===== src/rtl/apb_slave_regfile.sv =====
// APB2 slave with a 16x32 register bank, phase tracking and
// sticky protocol-violation flag; word 15 is a read-only status.
module apb_slave_regfile #(
  parameter int unsigned SEL_INDEX = 0
) (
  input  logic        hclk,
  input  logic        hreset,
  input  logic [2:0]  psel,
  input  logic        penable,
  input  logic        pwrite,
  input  logic [31:0] paddr,
  input  logic [31:0] pwdata,
  output logic [31:0] pr_data,
  output logic        slv_err,
  output logic [15:0] wr_count,
  output logic [15:0] rd_count
);

  typedef enum logic [1:0] {
    IDLE,
    SETUP,
    ACCESS
  } state_e;

  state_e      state_q, state_d;
  logic        wr_q, wr_d;
  logic [3:0]  idx_q, idx_d;
  logic [31:0] wdat_q, wdat_d;
  logic [31:0] prd_q, prd_d;
  logic        err_q, err_d;
  logic [15:0] wcnt_q, wcnt_d;
  logic [15:0] rcnt_q, rcnt_d;
  logic [31:0] bank_q [16];

  logic        sel;
  logic        latch;
  logic        commit;
  logic [3:0]  aidx;
  logic [31:0] rword;
  logic        unused_ok;

  assign sel   = psel[SEL_INDEX];
  assign aidx  = paddr[5:2];
  assign rword = (aidx == 4'hF) ? {wcnt_q, rcnt_q}
                                : bank_q[aidx];
  assign unused_ok = ^{paddr[31:6], paddr[1:0], psel};

  always_comb begin
    state_d = state_q;
    wr_d    = wr_q;
    idx_d   = idx_q;
    wdat_d  = wdat_q;
    prd_d   = prd_q;
    err_d   = err_q;
    wcnt_d  = wcnt_q;
    rcnt_d  = rcnt_q;
    latch   = 1'b0;
    commit  = 1'b0;
    unique case (state_q)
      IDLE: begin
        unique case (1'b1)
          sel && !penable: begin
            latch   = 1'b1;
            state_d = SETUP;
          end
          sel && penable: err_d = 1'b1;
          default: ;
        endcase
      end
      SETUP: begin
        unique case (1'b1)
          !sel: begin
            err_d   = 1'b1;
            state_d = IDLE;
          end
          sel && penable: begin
            state_d = ACCESS;
            commit  = 1'b1;
            if (pwrite != wr_q || aidx != idx_q)
              err_d = 1'b1;
          end
          default: begin
            err_d = 1'b1;
            latch = 1'b1;
          end
        endcase
      end
      ACCESS: begin
        unique case (1'b1)
          !sel: state_d = IDLE;
          sel && !penable: begin
            latch   = 1'b1;
            state_d = SETUP;
          end
          default: begin
            err_d   = 1'b1;
            state_d = IDLE;
          end
        endcase
      end
      default: state_d = IDLE;
    endcase
    // Read data is fetched at setup so it is stable through access
    if (latch) begin
      wr_d   = pwrite;
      idx_d  = aidx;
      wdat_d = pwdata;
      if (!pwrite)
        prd_d = rword;
    end
    if (commit) begin
      if (wr_q) wcnt_d = wcnt_q + 16'd1;
      else      rcnt_d = rcnt_q + 16'd1;
    end
  end

  always_ff @(posedge hclk) begin
    if (hreset) begin
      state_q <= IDLE;
      wr_q    <= 1'b0;
      idx_q   <= 4'd0;
      wdat_q  <= 32'd0;
      prd_q   <= 32'd0;
      err_q   <= 1'b0;
      wcnt_q  <= 16'd0;
      rcnt_q  <= 16'd0;
    end else begin
      state_q <= state_d;
      wr_q    <= wr_d;
      idx_q   <= idx_d;
      wdat_q  <= wdat_d;
      prd_q   <= prd_d;
      err_q   <= err_d;
      wcnt_q  <= wcnt_d;
      rcnt_q  <= rcnt_d;
    end
  end

  always_ff @(posedge hclk) begin
    if (hreset) begin
      for (int i = 0; i < 16; i++)
        bank_q[i] <= 32'd0;
    end else if (commit && wr_q && idx_q != 4'hF) begin
      bank_q[idx_q] <= wdat_q;
    end
  end

  assign pr_data  = prd_q;
  assign slv_err  = err_q;
  assign wr_count = wcnt_q;
  assign rd_count = rcnt_q;

endmodule


===== config.mk =====
export PLATFORM = sky130hd
export DESIGN_NAME = apb_slave_regfile
export DESIGN_NICKNAME = d
export VERILOG_FILES = /design/src/rtl/apb_slave_regfile.sv
export SDC_FILE = /design/constraint.sdc
export NUM_CORES = 1
export LEC_CHECK = 0
export ABC_AREA = 1
export CORE_UTILIZATION = 40
export CTS_CLUSTER_DIAMETER = 40
export DETAILED_ROUTE_END_ITERATION = 6
export PLACE_DENSITY = 0.57
export SLEW_MARGIN = 20
export SYNTH_ARGS = -nofsm -noshare
export SYNTH_HDL_FRONTEND = slang
export SYNTH_SLANG_ARGS = --single-unit
export TNS_END_PERCENT = 100

===== constraint.sdc =====
create_clock -name hclk -period 6.75 [get_ports hclk]
set_input_delay 1.35 -clock hclk [delete_from_list [all_inputs] [get_ports hclk]]
set_output_delay 1.35 -clock hclk [all_outputs]
set_load 0.01 [all_outputs]

==> summary.txt <==
Critical path
  – Slowest-stage cell, CP: clkdlybuf4s50_1
  – Reg-to-Reg Start: idx_q[3]
  – Crit path required time: 7.05 ns
  – Startpoint types: input port
  – Worst R2R Path Depth: 8
  – Crit path max-delay family: simple AND/OR/NAND/NOR gates
  – Critical path arrival: 4.55 ns
  – Crit path cell chain: clkdlybuf4s50_1 > nor2_4 > nand3_4 > nor3_4 > nand2_4 > nand2_1 > buf_4
  – Worst R2R Setup Slack: 3.31 ns
  – Crit path largest cell delay: 0.75 ns
  – Kind of critical path: input port to flop
  – CP max FO: 33
  – R2r endpoint: bank_q[10][2]
  – Setup crit end kind: flop
  – Crit path buffers/inverters: 2

Synth
  – Synth cell types: 26
  – Post-synth net total: 3129
  – Yosys reg bits: 584
  – Mean area per synthesized cell: 8.87 sq um
  – Cell count after synthesis: 3056
  – Register area share after synthesis: 0.608
  – Mapped Area: 27100 sq um
  – Synth warnings: 0

Placed design
  – Final GP Congestion: 0.871
  – DP Wirelength: 47500 microns
  – Placed cell area: 28500 sq um
  – Pre-CTS setup slack: 1.84 ns
  – I/O Buffers: 105
  – Cells after DPL: 3870

Min path
  – Min-delay src: pr_data[9]
  – Hold endpoint: pr_data[9]
  – Hold Path Cell Cnt: 2
  – Hold/Removal Path Class: flop to flop

Floorplanning
  – Top Ports: 136
  – Chip width: 262 microns
  – Initial Util: 0.404
  – Die Y: 262 microns
  – # rows: 95
  – Area of the core: 67200 sq um
  – Die area: 68800 sq um

Cells and area
  – Layout cells sized above 1: 0.108
  – Layout area overhead: 17.4%
  – Most frequent cells in the layout: nand2_1 (965), edfxtp_1 (480), nor2_1 (477)
  – # nets final: 3168
  – Final instance area: 31800 sq um
  – Fill cell count: 6243
  – Diode count: 0
  – Commonest non-fill, non-tap cell in the layout: nand2_1
  – Non-Filler Instances: 4049
  – Register area: 16500 sq um
  – Area of the multi-input gates: 8620 sq um

Clock tree
  – Post-CTS setup buffers: 0
  – CTS H-tree depth: 3
  – Inserted Clock Buffers: 96
  – Clock sinks: 584
  – Root buffer cell: clkbuf_16
  – Clock Latency Late Sink: 0.63 ns
  – Clk pin slew, worst setup/hold paths: 0.05 ns
  – CTS tree: yes
  – CTS max path bufs: 3
  – Hold-fix buffers, CTS: 0
  – CTS resizes: 0

Global routing
  – Total Routing Usage GR: 0.227
  – Largest net degree at the start of global routing: 115
  – Initial antenna violation count: 0
  – Gr ovfl total: 0
  – Global-route wire length before repair: 119000 microns
  – Vias in the first global route: 19800

Power and ir drop
  – Sw frac: 0.241
  – Worst vdd rail ir drop: 0.000191 V
  – Pint: 7.35 mW
  – Comb power frac: 0.064
  – Clock Power Share: 0.518
  – Static leakage: 12.8 nW
  – Net Switching: 2.33 mW
  – Part of the power in registers: 0.418
  – PwrDens: 304 nW/um^2

STA
  – Final setup fails: 0
  – Period minus WS final: 4.25 ns
  – Worst hold margin: 0.450 ns
  – Worst rel slew slack: 0.294
  – Fin. max-slew vios: 0
  – Max Clock Skew: 0.0174 ns
  – Worst slew pin tran: 1.06 ns
  – Fmax: 235 MHz
  – Unrepaired setup endpoints after global routing: false
  – Final hold vios: 0
  – Final Cycle Share: 0.629
  – Final WS setup: 2.50 ns
  – Fin Setup TNS: 0 ns

Detailed routing
  – Post-DRT Antenna Nets: 0
  – WL final: 78400 microns
  – Routed len/inst: 19.4 microns
  – Drt pass-1 iters: 6
  – Iteration-0 DRC Markers: 1868
  – DRC Markers: 0
  – Vias/cell: 5.10
  – Vias: 20700

Run
  – Reported max-cap violation count: 0

Status
  – Status: finished, final reports clean
[how the worst max path moves through the flow]
stage	startpoint	to	slack, ns	cells past startpoint
after floorplan	penable	bank_q[6][0]	3.24	9
after global placement	hreset	bank_q[10][0]	1.87	7
after detailed placement	hreset	bank_q[10][0]	1.84	7
after CTS	hreset	bank_q[10][2]	2.48	7
after global routing	hreset	bank_q[10][2]	2.24	7
final	hreset	bank_q[10][2]	2.50	7
[per-stage QoR]
stage	power (mW)	util
finish	9.68	0.474
detailed placement	4.73	0.424
global placement	4.72	0.424
floorplan	4.48	-
CTS	9.73	0.474
global route	9.94	0.474
[state kept, by name (all words and copies together) (netlist names)]
name      cells
bank_q      480
idx_q         4
pr_data      32
rd_count     16
slv_err       1
state_q       2
wdat_q       32
wr_count     16
wr_q          1
[cell families (layout without fill, tap and decap cells)]
logic type	Yosys count	in the layout	synth area share
AOI/OAI and AO/OA	223	223	0.0414
and+or+nand+nor	1789	1789	0.274
DFF	584	584	0.608
adders and majority gates	2	2	0.000923
xor gates and xnor gates	2	2	0.000646
buffers and inverters	456	576	0.0743
[power by group through the flow]
stage | sequential, mW | clock [mW] | combinational (mW)
2_1_floorplan | 4.11 | 0 | 0.365
3_3_place_gp | 4.11 | 0 | 0.612
3_5_place_dp | 4.12 | 0 | 0.617
4_1_cts | 4.05 | 5.06 | 0.621
5_1_grt | 4.06 | 5.21 | 0.677
6_report | 4.04 | 5.02 | 0.621
[layer usage]
metal  GRT usage  up-vias  share of wire
met5           0        -              0
met4      0.0636        0          0.024
met3      0.0394      133          0.072
met2       0.367      772           0.46
met1       0.314     9914           0.45
li1            -     9847              -
[worst min-delay path, delay by kind of cell (launching register included)]
| family | cells | cell delay, ns |
|---|---|---|
| flops | 1 | 0.30 |
| simple gates | 2 | 0.10 |
[synthesized netlist by cell type, drive strengths merged]
cell type,number,area (sq um)
dfxtp,104,2080
nor2,596,2530
nand2,977,3760
o211a,1,10.0
nor3,7,78.8
clkinv,1,3.75
o31ai,1,7.51
nand3,204,1030
clkbuf,107,402
buf,92,648
xnor2,1,8.76
edfxtp,480,14400
ha,2,25.0
nand4,5,31.3
xor2,1,8.76
o21ai,125,626
inv,256,961
a21oi,96,480
[final cells by class]
class / count / share of cell area
clock buffer: 119 / 0.0867
clock inverter: 60 / 0.0185
inverter: 257 / 0.0305
multi-input combinational: 2016 / 0.271
sequential: 584 / 0.518
tap: 873 / 0.0343
timing repair buffer: 140 / 0.0412
(Power assumes the default switching activity.)
